`src/rtl/pe_blend_pkg.sv`:
```
// Shared types and constants for the GBA colour special-effects stage.
// Coefficient clamp and target-bit lookup helpers live here so decode stays readable.
package pe_blend_pkg;

  localparam int CW     = 5;
  localparam int EVW    = 5;
  localparam int EV_MAX = 16;
  localparam int CH_MAX = 31;

  typedef enum logic [2:0] {
    L_BG0 = 3'd0,
    L_BG1 = 3'd1,
    L_BG2 = 3'd2,
    L_BG3 = 3'd3,
    L_OBJ = 3'd4,
    L_BD  = 3'd5
  } layer_t;

  typedef enum logic [1:0] {
    BM_NONE       = 2'd0,
    BM_ALPHA      = 2'd1,
    BM_BRIGHT_INC = 2'd2,
    BM_BRIGHT_DEC = 2'd3
  } blend_mode_t;

  typedef struct packed {
    logic [4:0] b;
    logic [4:0] g;
    logic [4:0] r;
  } rgb555_t;

  function automatic logic [EVW-1:0] ev_clamp(input logic [EVW-1:0] ev);
    return (ev > EVW'(EV_MAX)) ? EVW'(EV_MAX) : ev;
  endfunction

  // Layer codes 6/7 do not exist, so they never hit a target bit.
  function automatic logic is_target(input logic [5:0] mask, input logic [2:0] layer);
    logic [7:0] m;
    m = {2'b00, mask};
    return m[layer];
  endfunction

endpackage

```
`src/rtl/pe_blend_if.sv`:
```
// Pixel-in / pixel-out bus of the blend stage, plus the per-pixel effect configuration.
// slave = blend unit view, master = priority-evaluation / line-buffer view.
interface pe_blend_if;
  import pe_blend_pkg::*;

  logic        in_valid;
  logic        in_ready;
  rgb555_t     top_color;
  layer_t      top_layer;
  logic        top_obj_semi;
  rgb555_t     bot_color;
  layer_t      bot_layer;
  logic        win_fx_en;
  logic [13:0] bldcnt;
  logic [12:0] bldalpha;
  logic [4:0]  bldy;
  logic        line_start;
  logic        out_valid;
  logic        out_ready;
  rgb555_t     out_color;

  modport slave (
    input  in_valid, top_color, top_layer, top_obj_semi, bot_color, bot_layer,
           win_fx_en, bldcnt, bldalpha, bldy, line_start, out_ready,
    output in_ready, out_valid, out_color
  );

  modport master (
    output in_valid, top_color, top_layer, top_obj_semi, bot_color, bot_layer,
           win_fx_en, bldcnt, bldalpha, bldy, line_start, out_ready,
    input  in_ready, out_valid, out_color
  );

endinterface

```
`src/rtl/pe_blend_channel.sv`:
```
// One colour channel of the blend datapath: S2 products and S3 sum/saturate, both combinational;
// the pipeline registers between them sit in the top, so backpressure is handled there.
module pe_blend_channel
  import pe_blend_pkg::*;
#(
  parameter int CW  = 5,
  parameter int EVW = 5
) (
  input  blend_mode_t       s1_mode,
  input  logic [CW-1:0]     s1_top,
  input  logic [CW-1:0]     s1_bot,
  input  logic [EVW-1:0]    s1_eva,
  input  logic [EVW-1:0]    s1_evb,
  input  logic [EVW-1:0]    s1_evy,
  output logic [CW+EVW-1:0] s1_p1,
  output logic [CW+EVW-1:0] s1_p2,
  input  blend_mode_t       s2_mode,
  input  logic [CW-1:0]     s2_top,
  input  logic [CW+EVW-1:0] s2_p1,
  input  logic [CW+EVW-1:0] s2_p2,
  output logic [CW-1:0]     s2_res
);

  localparam int            PW   = CW + EVW;
  localparam int            SH   = $clog2(EV_MAX);
  localparam logic [CW-1:0] MAXV = CW'(CH_MAX);

  function automatic logic [PW-1:0] mul(input logic [CW-1:0] c, input logic [EVW-1:0] k);
    return PW'(c) * PW'(k);
  endfunction

  logic [PW:0]   sum;
  logic [PW:0]   sum_sh;
  logic [CW-1:0] p1_sh;

  always_comb begin
    s1_p1 = '0;
    s1_p2 = '0;
    case (s1_mode)
      BM_ALPHA: begin
        s1_p1 = mul(s1_top, s1_eva);
        s1_p2 = mul(s1_bot, s1_evb);
      end
      BM_BRIGHT_INC: s1_p1 = mul(MAXV - s1_top, s1_evy);
      BM_BRIGHT_DEC: s1_p1 = mul(s1_top, s1_evy);
      default: ;
    endcase
  end

  // Brightness terms are bounded by the headroom (or the value), so only alpha can saturate.
  always_comb begin
    sum    = {1'b0, s2_p1} + {1'b0, s2_p2};
    sum_sh = sum >> SH;
    p1_sh  = CW'(s2_p1 >> SH);
    s2_res = s2_top;
    case (s2_mode)
      BM_ALPHA:      s2_res = (sum_sh > (PW+1)'(MAXV)) ? MAXV : sum_sh[CW-1:0];
      BM_BRIGHT_INC: s2_res = s2_top + p1_sh;
      BM_BRIGHT_DEC: s2_res = s2_top - p1_sh;
      default: ;
    endcase
  end

endmodule

```
`src/rtl/pe_blend_unit.sv`:
```
// GBA colour special effects (alpha, brighten, darken, semi-transparent OBJ); PE_BLEND_LINE_LATCH_EN latches config per line.
// Latency 3 cycles, 1 pixel/cycle; whole pipe stalls together while out_valid is held against out_ready low.
module pe_blend_unit
  import pe_blend_pkg::*;
#(
  parameter int CW  = 5,
  parameter int EVW = 5
) (
  input logic       clk,
  input logic       rst,
  pe_blend_if.slave bus
);

  logic        advance;
  logic [13:0] cnt_sel;
  logic [12:0] alpha_sel;
  logic [4:0]  y_sel;
  logic        unused_cfg;

`ifdef PE_BLEND_LINE_LATCH_EN
  logic [13:0] cnt_sh;
  logic [12:0] alpha_sh;
  logic [4:0]  y_sh;

  always_ff @(posedge clk) begin
    if (rst) begin
      cnt_sh   <= '0;
      alpha_sh <= '0;
      y_sh     <= '0;
    end else if (bus.line_start) begin
      cnt_sh   <= bus.bldcnt;
      alpha_sh <= bus.bldalpha;
      y_sh     <= bus.bldy;
    end
  end

  // A pixel arriving with line_start already belongs to the new line.
  assign cnt_sel    = bus.line_start ? bus.bldcnt   : cnt_sh;
  assign alpha_sel  = bus.line_start ? bus.bldalpha : alpha_sh;
  assign y_sel      = bus.line_start ? bus.bldy     : y_sh;
  assign unused_cfg = ^alpha_sel[7:5];
`else
  assign cnt_sel    = bus.bldcnt;
  assign alpha_sel  = bus.bldalpha;
  assign y_sel      = bus.bldy;
  assign unused_cfg = ^{alpha_sel[7:5], bus.line_start};
`endif

  logic [2:0]  tl;
  logic [2:0]  bl;
  logic        top_tgt;
  logic        bot_tgt;
  blend_mode_t cfg_mode;
  blend_mode_t mode_d;

  assign tl       = bus.top_layer;
  assign bl       = bus.bot_layer;
  assign top_tgt  = is_target(cnt_sel[5:0], tl);
  assign bot_tgt  = is_target(cnt_sel[13:8], bl);
  assign cfg_mode = blend_mode_t'(cnt_sel[7:6]);

  // Window disable beats everything; semi-transparent OBJ forces alpha regardless of mode.
  always_comb begin
    mode_d = BM_NONE;
    if (!bus.win_fx_en) begin
      mode_d = BM_NONE;
    end else if (bus.top_obj_semi && bot_tgt) begin
      mode_d = BM_ALPHA;
    end else if (top_tgt) begin
      case (cfg_mode)
        BM_ALPHA:      mode_d = bot_tgt ? BM_ALPHA : BM_NONE;
        BM_BRIGHT_INC: mode_d = BM_BRIGHT_INC;
        BM_BRIGHT_DEC: mode_d = BM_BRIGHT_DEC;
        default:       mode_d = BM_NONE;
      endcase
    end
  end

  logic               s1_vld;
  blend_mode_t        s1_mode;
  rgb555_t            s1_top;
  rgb555_t            s1_bot;
  logic [EVW-1:0]     s1_eva;
  logic [EVW-1:0]     s1_evb;
  logic [EVW-1:0]     s1_evy;
  logic               s2_vld;
  blend_mode_t        s2_mode;
  rgb555_t            s2_top;
  logic [CW+EVW-1:0]  s2_p1 [3];
  logic [CW+EVW-1:0]  s2_p2 [3];
  logic               s3_vld;
  rgb555_t            s3_color;
  logic [CW+EVW-1:0]  p1_c [3];
  logic [CW+EVW-1:0]  p2_c [3];
  logic [3*CW-1:0]    res_c;

  for (genvar ch = 0; ch < 3; ch++) begin : g_ch
    pe_blend_channel #(.CW(CW), .EVW(EVW)) u_ch (
      .s1_mode (s1_mode),
      .s1_top  (s1_top[ch*CW +: CW]),
      .s1_bot  (s1_bot[ch*CW +: CW]),
      .s1_eva  (s1_eva),
      .s1_evb  (s1_evb),
      .s1_evy  (s1_evy),
      .s1_p1   (p1_c[ch]),
      .s1_p2   (p2_c[ch]),
      .s2_mode (s2_mode),
      .s2_top  (s2_top[ch*CW +: CW]),
      .s2_p1   (s2_p1[ch]),
      .s2_p2   (s2_p2[ch]),
      .s2_res  (res_c[ch*CW +: CW])
    );
  end

  assign advance       = !s3_vld || bus.out_ready;
  assign bus.in_ready  = advance;
  assign bus.out_valid = s3_vld;
  assign bus.out_color = s3_color;

  always_ff @(posedge clk) begin
    if (rst) begin
      s1_vld   <= 1'b0;
      s1_mode  <= BM_NONE;
      s1_top   <= '0;
      s1_bot   <= '0;
      s1_eva   <= '0;
      s1_evb   <= '0;
      s1_evy   <= '0;
      s2_vld   <= 1'b0;
      s2_mode  <= BM_NONE;
      s2_top   <= '0;
      for (int i = 0; i < 3; i++) begin
        s2_p1[i] <= '0;
        s2_p2[i] <= '0;
      end
      s3_vld   <= 1'b0;
      s3_color <= '0;
    end else if (advance) begin
      s1_vld <= bus.in_valid;
      if (bus.in_valid) begin
        s1_mode <= mode_d;
        s1_top  <= bus.top_color;
        s1_bot  <= bus.bot_color;
        s1_eva  <= ev_clamp(alpha_sel[4:0]);
        s1_evb  <= ev_clamp(alpha_sel[12:8]);
        s1_evy  <= ev_clamp(y_sel);
      end
      s2_vld <= s1_vld;
      if (s1_vld) begin
        s2_mode <= s1_mode;
        s2_top  <= s1_top;
        s2_p1   <= p1_c;
        s2_p2   <= p2_c;
      end
      s3_vld <= s2_vld;
      if (s2_vld) begin
        s3_color <= res_c;
      end
    end
  end

endmodule

```
`src/flat_wrapper.sv`:
```
// flat-port wrapper written by rule: the top's interface ports become plain ports
module pe_blend_unit_flat import pe_blend_pkg::*;
#(
  parameter int CW  = 5,
  parameter int EVW = 5
)
  (clk, rst, bus_in_valid, bus_top_color, bus_top_layer, bus_top_obj_semi, bus_bot_color, bus_bot_layer, bus_win_fx_en, bus_bldcnt, bus_bldalpha, bus_bldy, bus_line_start, bus_out_ready, bus_in_ready, bus_out_valid, bus_out_color);
  pe_blend_if bus_i ();
  input logic clk;
  input logic rst;
  input wire logic [$bits(bus_i.in_valid)-1:0] bus_in_valid;
  input wire logic [$bits(bus_i.top_color)-1:0] bus_top_color;
  input wire logic [$bits(bus_i.top_layer)-1:0] bus_top_layer;
  input wire logic [$bits(bus_i.top_obj_semi)-1:0] bus_top_obj_semi;
  input wire logic [$bits(bus_i.bot_color)-1:0] bus_bot_color;
  input wire logic [$bits(bus_i.bot_layer)-1:0] bus_bot_layer;
  input wire logic [$bits(bus_i.win_fx_en)-1:0] bus_win_fx_en;
  input wire logic [$bits(bus_i.bldcnt)-1:0] bus_bldcnt;
  input wire logic [$bits(bus_i.bldalpha)-1:0] bus_bldalpha;
  input wire logic [$bits(bus_i.bldy)-1:0] bus_bldy;
  input wire logic [$bits(bus_i.line_start)-1:0] bus_line_start;
  input wire logic [$bits(bus_i.out_ready)-1:0] bus_out_ready;
  output wire logic [$bits(bus_i.in_ready)-1:0] bus_in_ready;
  output wire logic [$bits(bus_i.out_valid)-1:0] bus_out_valid;
  output wire logic [$bits(bus_i.out_color)-1:0] bus_out_color;
  assign bus_i.in_valid = bus_in_valid;
  assign bus_i.top_color = bus_top_color;
  assign bus_i.top_layer = bus_top_layer;
  assign bus_i.top_obj_semi = bus_top_obj_semi;
  assign bus_i.bot_color = bus_bot_color;
  assign bus_i.bot_layer = bus_bot_layer;
  assign bus_i.win_fx_en = bus_win_fx_en;
  assign bus_i.bldcnt = bus_bldcnt;
  assign bus_i.bldalpha = bus_bldalpha;
  assign bus_i.bldy = bus_bldy;
  assign bus_i.line_start = bus_line_start;
  assign bus_i.out_ready = bus_out_ready;
  assign bus_in_ready = bus_i.in_ready;
  assign bus_out_valid = bus_i.out_valid;
  assign bus_out_color = bus_i.out_color;
  pe_blend_unit #(.CW(CW), .EVW(EVW)) u_core (.clk(clk), .rst(rst), .bus(bus_i));
endmodule
```
`config.mk`:
```
export PLATFORM = sky130hd
export DESIGN_NAME = pe_blend_unit_flat
export DESIGN_NICKNAME = d
export VERILOG_FILES = /design/src/rtl/pe_blend_pkg.sv /design/src/rtl/pe_blend_if.sv /design/src/rtl/pe_blend_channel.sv /design/src/rtl/pe_blend_unit.sv /design/src/flat_wrapper.sv
export SDC_FILE = /design/constraint.sdc
export NUM_CORES = 1
export LEC_CHECK = 0
export ABC_CLOCK_PERIOD_IN_PS = 3700
export CORE_MARGIN = 4
export CORE_UTILIZATION = 35
export CTS_CLUSTER_SIZE = 8
export DETAILED_ROUTE_END_ITERATION = 10
export PLACE_DENSITY = 0.61
export RECOVER_POWER = 25
export SYNTH_ARGS = -nofsm -noshare
export SYNTH_HDL_FRONTEND = slang
export SYNTH_SLANG_ARGS = --single-unit
```
`constraint.sdc`:
```
create_clock -name clk -period 3.7 [get_ports clk]
set_clock_uncertainty 0.15 [all_clocks]
set_input_delay 0.925 -clock clk [delete_from_list [all_inputs] [get_ports clk]]
set_output_delay 0.925 -clock clk [all_outputs]
set_load 0.005 [all_outputs]
```
Yosys cells after proc, flatten, opt, wreduce, memory -nomap -nowiden. Cells that the tools add are included.

$add $sub $neg: 12. Multiply operators: 12. Order comparisons: 8. Equal/unequal tests: 9. Muxes and demuxes: 24. Reductions and logical operators: 6.

Operator list (number): 5-bit by 5-bit multiplier with 10-bit output (12); 10-bit one-hot mux with 3 select lines (3); 5-bit one-hot mux with 3 select lines (3); 10-bit by 10-bit adder with 11-bit output (3); 10-bit two-way mux (3); 5-bit two-way mux (6); 7-bit by 5-bit > comparator with 1-bit output, second input constant (3); 5-bit adder (3); 5-bit > comparator, second input constant (3); 5-bit subtractor (3); 5-bit subtractor, first input constant (3); 2-bit == test, second input constant (6); 3-bit by 4-bit < comparator with 1-bit output, second input constant (2); 1-bit binary-select mux with 3-bit select (2); 2-bit by 1-bit == test with 1-bit output, second input constant (3); 2-bit two-way mux (3); 2-bit one-hot mux with 3 select lines (1); 2-bit AND reduction (3); 1-bit two-way mux (3); 1-bit logical AND (1); 1-bit logical NOT (1); 1-bit logical OR (1).

Register bits: 142. Input bits: 75.

Logic depth before layout (Yosys ltp). Gate-level depths: netlist of run 1.

Word-level depth: 7. Gate-level depth with buffers: 15. Depth with buffers taken out: 14.

Cells and area by module. A second synthesis of run 1 with hierarchy kept.

Cell total of the unflattened synthesis: 2104. Area total of the unflattened synthesis: 16971.3 sq um.

Modules (own cells, without submodules): pe_blend_unit (times used 1, cells an instance 630, area an instance 5031.1 sq um, seq. area each 2842.7 sq um); pe_blend_channel at u_core.g_ch[1].u_ch (times used 1, cells an instance 496, area an instance 4026.4 sq um, seq. area each 0.0 sq um); pe_blend_channel at u_core.g_ch[2].u_ch (times used 1, cells an instance 497, area an instance 3996.3 sq um, seq. area each 0.0 sq um); pe_blend_channel at u_core.g_ch[0].u_ch (times used 1, cells an instance 481, area an instance 3917.5 sq um, seq. area each 0.0 sq um).

Least setup slack after synthesis of run 1. No wires, ideal clock.

Path type: register to register. From: reg u_core.s1_evb[4]. To: reg u_core.s2_p2[18] in the netlist's numbering. Arrival time: 3744 ps. Data required time: 3433 ps. Setup slack: -311 ps. Cell stages (with the launch flop): 14. Buffers on the path: 1. Path through: dfxtp_1 -> clkbuf_1 -> nand2_1 -> fa_1 -> fa_1 -> fa_1 -> inv_1 -> ha_1 -> nor2b_1 -> o21ai_0 -> a21boi_0 -> o21a_1 -> or3_1 -> a32o_1.

Word-level cells in the longest chain between the ends: 2.

Ends and longest elaborated chain: from (decl) (line pe_blend_unit.sv:84) `logic [EVW-1:0] s1_evb;`; from (signal assigned) (line pe_blend_unit.sv:145) `s1_evb <= ev_clamp(alpha_sel[12:8]);`; 5-bit by 5-bit multiplier with 10-bit output (line pe_blend_channel.sv:29) `return PW'(c) * PW'(k);`; 10-bit two-way mux (line pe_blend_channel.sv:39) `case (s1_mode)`; to (signal assigned) (line pe_blend_unit.sv:153) `s2_p2 <= p2_c;`; to (decl) (line pe_blend_unit.sv:90) `logic [CW+EVW-1:0] s2_p2 [3];`.

No other way between the ends. A chain may end at the register's enable or synchronous reset.

Worst setup path in the final report of run 1.
From: reg u_core.s1_evy[3]. To: reg u_core.s2_p1[29] in the netlist's numbering.

Word-level cells in the longest chain between the ends: 2.

Ends and longest elaborated chain: from (decl) (line pe_blend_unit.sv:85) `logic [EVW-1:0] s1_evy;`; from (signal assigned) (line pe_blend_unit.sv:146) `s1_evy <= ev_clamp(y_sel);`; 5-bit by 5-bit multiplier with 10-bit output (line pe_blend_channel.sv:29); 10-bit one-hot mux with 3 select lines (*) (line pe_blend_channel.sv:39); to (signal assigned) (line pe_blend_unit.sv:152) `s2_p1 <= p1_c;`; to (decl) (line pe_blend_unit.sv:89) `logic [CW+EVW-1:0] s2_p1 [3];`.

Mark *: on every way between the ends. The rest lies on a longest branch, timed or not.

==> results of run 1 <==
==> worst min-delay path, cell delays in order (launching register included) <==
cell	delay [ps]
dfxtp_1	310
nand2_1	50
a21oi_1	50
==> routing by layer <==
metal	global-route usage (%)	part of all wire, %	vias up
met1	27.6	47	7125
li1	-	-	7246
met3	2.55	5.4	71
met5	0	0	-
met4	5.43	2.2	0
met2	31.3	45	374
==> stage by stage <==
step / hold WS (ps) / instances / area, um^2 / setup slack [ps]
after floorplan: 279 / 2020 / 16700 / 3.40
after global placement: 296 / 2765 / 19100 / -274
after detailed placement: 302 / 2765 / 19100 / -360
after CTS: 311 / 2806 / 20000 / -81.0
after global routing: 335 / 2822 / 20800 / -185
final: 307 / 2822 / 20800 / -75.9
==> final timing paths <==
kind | end | startpoint | cells after the start | slack [ps]
max | u_core.s2_p1[29]$_SDFFE_PP0P_ | u_core.s1_evy[3]$_SDFFE_PP0P_ | 13 | -80
min | u_core.s2_p2[14]$_SDFFE_PP0P_ | u_core.s2_p2[14]$_SDFFE_PP0P_ | 2 | 310
max reg2reg | u_core.s2_p1[29]$_SDFFE_PP0P_ | u_core.s1_evy[3]$_SDFFE_PP0P_ | 13 | -80
min reg2reg | u_core.s2_p2[14]$_SDFFE_PP0P_ | u_core.s2_p2[14]$_SDFFE_PP0P_ | 2 | 310
==> cells in the final DEF, fill, tap and decap left out, types with 31 or more instances in the layout <==
cell | synthesis | layout
xnor2_1 | 47 | 45
a21oi_1 | 140 | 127
and2_1 | 145 | 143
inv_1 | 199 | 188
dfxtp_1 | 142 | 123
nand2_1 | 246 | 233
nor2_1 | 91 | 90
nand2b_1 | 41 | 37
nor2b_1 | 52 | 43
fa_1 | 111 | 100
buf_4 | 0 | 155
o21ai_0 | 76 | 42
a21o_1 | 31 | 31
clkdlybuf4s50_1 | 0 | 69
nor3_1 | 39 | 38
ha_1 | 258 | 228
==> flip-flops by register name, indices dropped and copies added (netlist names) <==
name and flops:
u_core.bus.out_color 15, u_core.bus.out_valid 1, u_core.s1_bot 15, u_core.s1_eva 5
u_core.s1_evb 5, u_core.s1_evy 5, u_core.s1_mode 2, u_core.s1_top 15
u_core.s1_vld 1, u_core.s2_mode 2, u_core.s2_p1 30, u_core.s2_p2 30
u_core.s2_top 15, u_core.s2_vld 1
==> cells by family after synthesis <==
logic type / after synthesis / share of synthesized area [%]
XOR/XNOR: 66 / 3.50
adder cells (fa/ha/maj): 369 / 33.0
multiplexers: 20 / 1.42
AND/OR/NAND/NOR: 692 / 21.1
flip-flops: 142 / 17.2
AO/OA/AOI/OAI: 432 / 17.0
buffers and inverters: 299 / 6.87
==> layout make-up <==
class	instances	area, um^2
Fill cell	4577	25800
Multi-Input combinational cell	1579	13500
Sequential cell	142	2900
Timing Repair Buffer	262	2330
Tap cell	607	759
Inverter	200	752
Clock buffer	19	453
Clock inverter	13	144
==> Yosys cell counts, types with 41 or more instances <==
cell type	instances	area, um^2
ha_1	258	3230
nand2_1	246	923
inv_1	199	747
and2_1	145	907
dfxtp_1	142	2840
a21oi_1	140	701
fa_1	111	2220
nor2_1	91	342
clkbuf_1	78	293
o21ai_0	76	380
nor2b_1	52	325
xnor2_1	47	412
nand2b_1	41	257
==> power by group <==
part,total [mW],leakage (nW),switching [mW],internal [mW]
Clock,1.79,0.291,0.804,0.987
Combinational,1.09,8.11,0.567,0.523
Sequential,1.65,1.17,0.0715,1.58
==> what timing repair did <==
| action | in CTS | in global routing |
|---|---|---|
| gates cloned | 0 | 1 |
| pin swaps | 51 | 126 |
| endpoints found under the setup margin | 21 | 27 |
| gates resized for setup | 72 | 167 |
| buffers inserted | 9 | 16 |
==> metrics.cfg, run 1 <==
[run_status]
violations = negative setup slack
status = complete, but fails checks

[cells_and_area]
final_core_util_pct = 44.6
fin_nets = 2646
drive_gt1_share_pct = 18.4
antenna_cells = 0
syn_to_final_growth_pct = 25.9

[sta]
period_needed_ps = 3780
tns_ps = -153
setup_viol = 6
slew_headroom_pct = 13.8
setup_slack_ps = -75.9
hold_viol = 0
rsz0062_at_grt = yes
final_max_slew_viol_count = 0
timing.final.crit_share_pct = 102
fmaxAchievable_ghz = 0.265
worst_slew_pin_slew_ps = 1290

[route]
avgRoutedWirePerCell_um = 17.7
drt_pass1_iterations = 5
wl_um = 50100
drtAntennaViolNets = 0
drc_errors = 0
vias = 14800
drt-initial-drc-count = 916
viasPerCell = 5.25

[floorplan]
rows = 79
io_pins = 92
die_h_um = 225
core_area_um2 = 46700
die_w_um = 225
start_util_pct = 35.4
dieArea_um2 = 50800

[power]
power.leakage_nw = 9.57
ir_drop_mv = 0.307
power_density_nw_per_um2 = 217
p_total_mw = 4.53

[critical_path]
critical_path_class = reg -> reg
cp_max_fo = 5
cp-end-kind = flop
cp-start-kind = flop
path_common_cell = ha_1
slowest_stage = fa_1
crit_path_max_incr_delay_ps = 480
crit_chain = buf_12 -> buf_4 -> and2_1 -> ha_1 -> ha_1 -> fa_1 -> ha_1 -> a211oi_4 -> o21bai_2 -> a2111oi_2 -> nor3_1 -> xor2_1 -> o211ai_1
crit_arrival_ps = 3950
crit_family = adder cells
path_buf_inv = 2
cp.required_ps = 3870

[logic_synthesis]
synth_area_um2 = 16500
avgSynthCellArea_um2 = 8.19
ys_ff_latch = 142
synth_nets = 2464
synth_edf_count = 0
netlist_instances = 2020
synth-seq-area-share_pct = 17.2
synth-async-reset-ratio_pct = 0
synth_ff_type = dfxtp_1
yosysWarnings = 0
ys_types = 64

[cts]
cts_root_buf = clkbuf_16
clockBufferDepth = 2
clk_pin_slew_worst_paths_ps = 70
cts_tree = done
cts_hold_repair.buffers = 0
numCtsBuffers = 17
htreeDepth = 4
cts_sinks = 142
clock_latency_ps = 450

[flow_run]
maxCapViolCount = 0

[placement]
port_buffers = 87
post-dp-hpwl_um = 38800
gp_congestion = 0.910

[global_routing]
grt_overflow_total = 0
grt_pass1_wl_um = 79000
grt_pass1_vias = 14800
grt_usage_pct = 19.5
antenna_found_initial = 0
grt_max_degree = 90

[hold_path]
hp-class = reg -> reg

No activity file was read; power rests on OpenSTA's default activity.
==> inputs of run 2 (changes only) <==
Settings changed: SLEW_MARGIN set to 20.
==> results of run 2 <==
The final DEF is identical to that of run 1; final timing and power are the same.
==> inputs of run 3 (changes only) <==
Settings changed: CTS_CLUSTER_DIAMETER set to 50, SLEW_MARGIN 20 to not set.
==> results of run 3 <==
The final DEF is identical to that of run 1; final timing and power are the same.
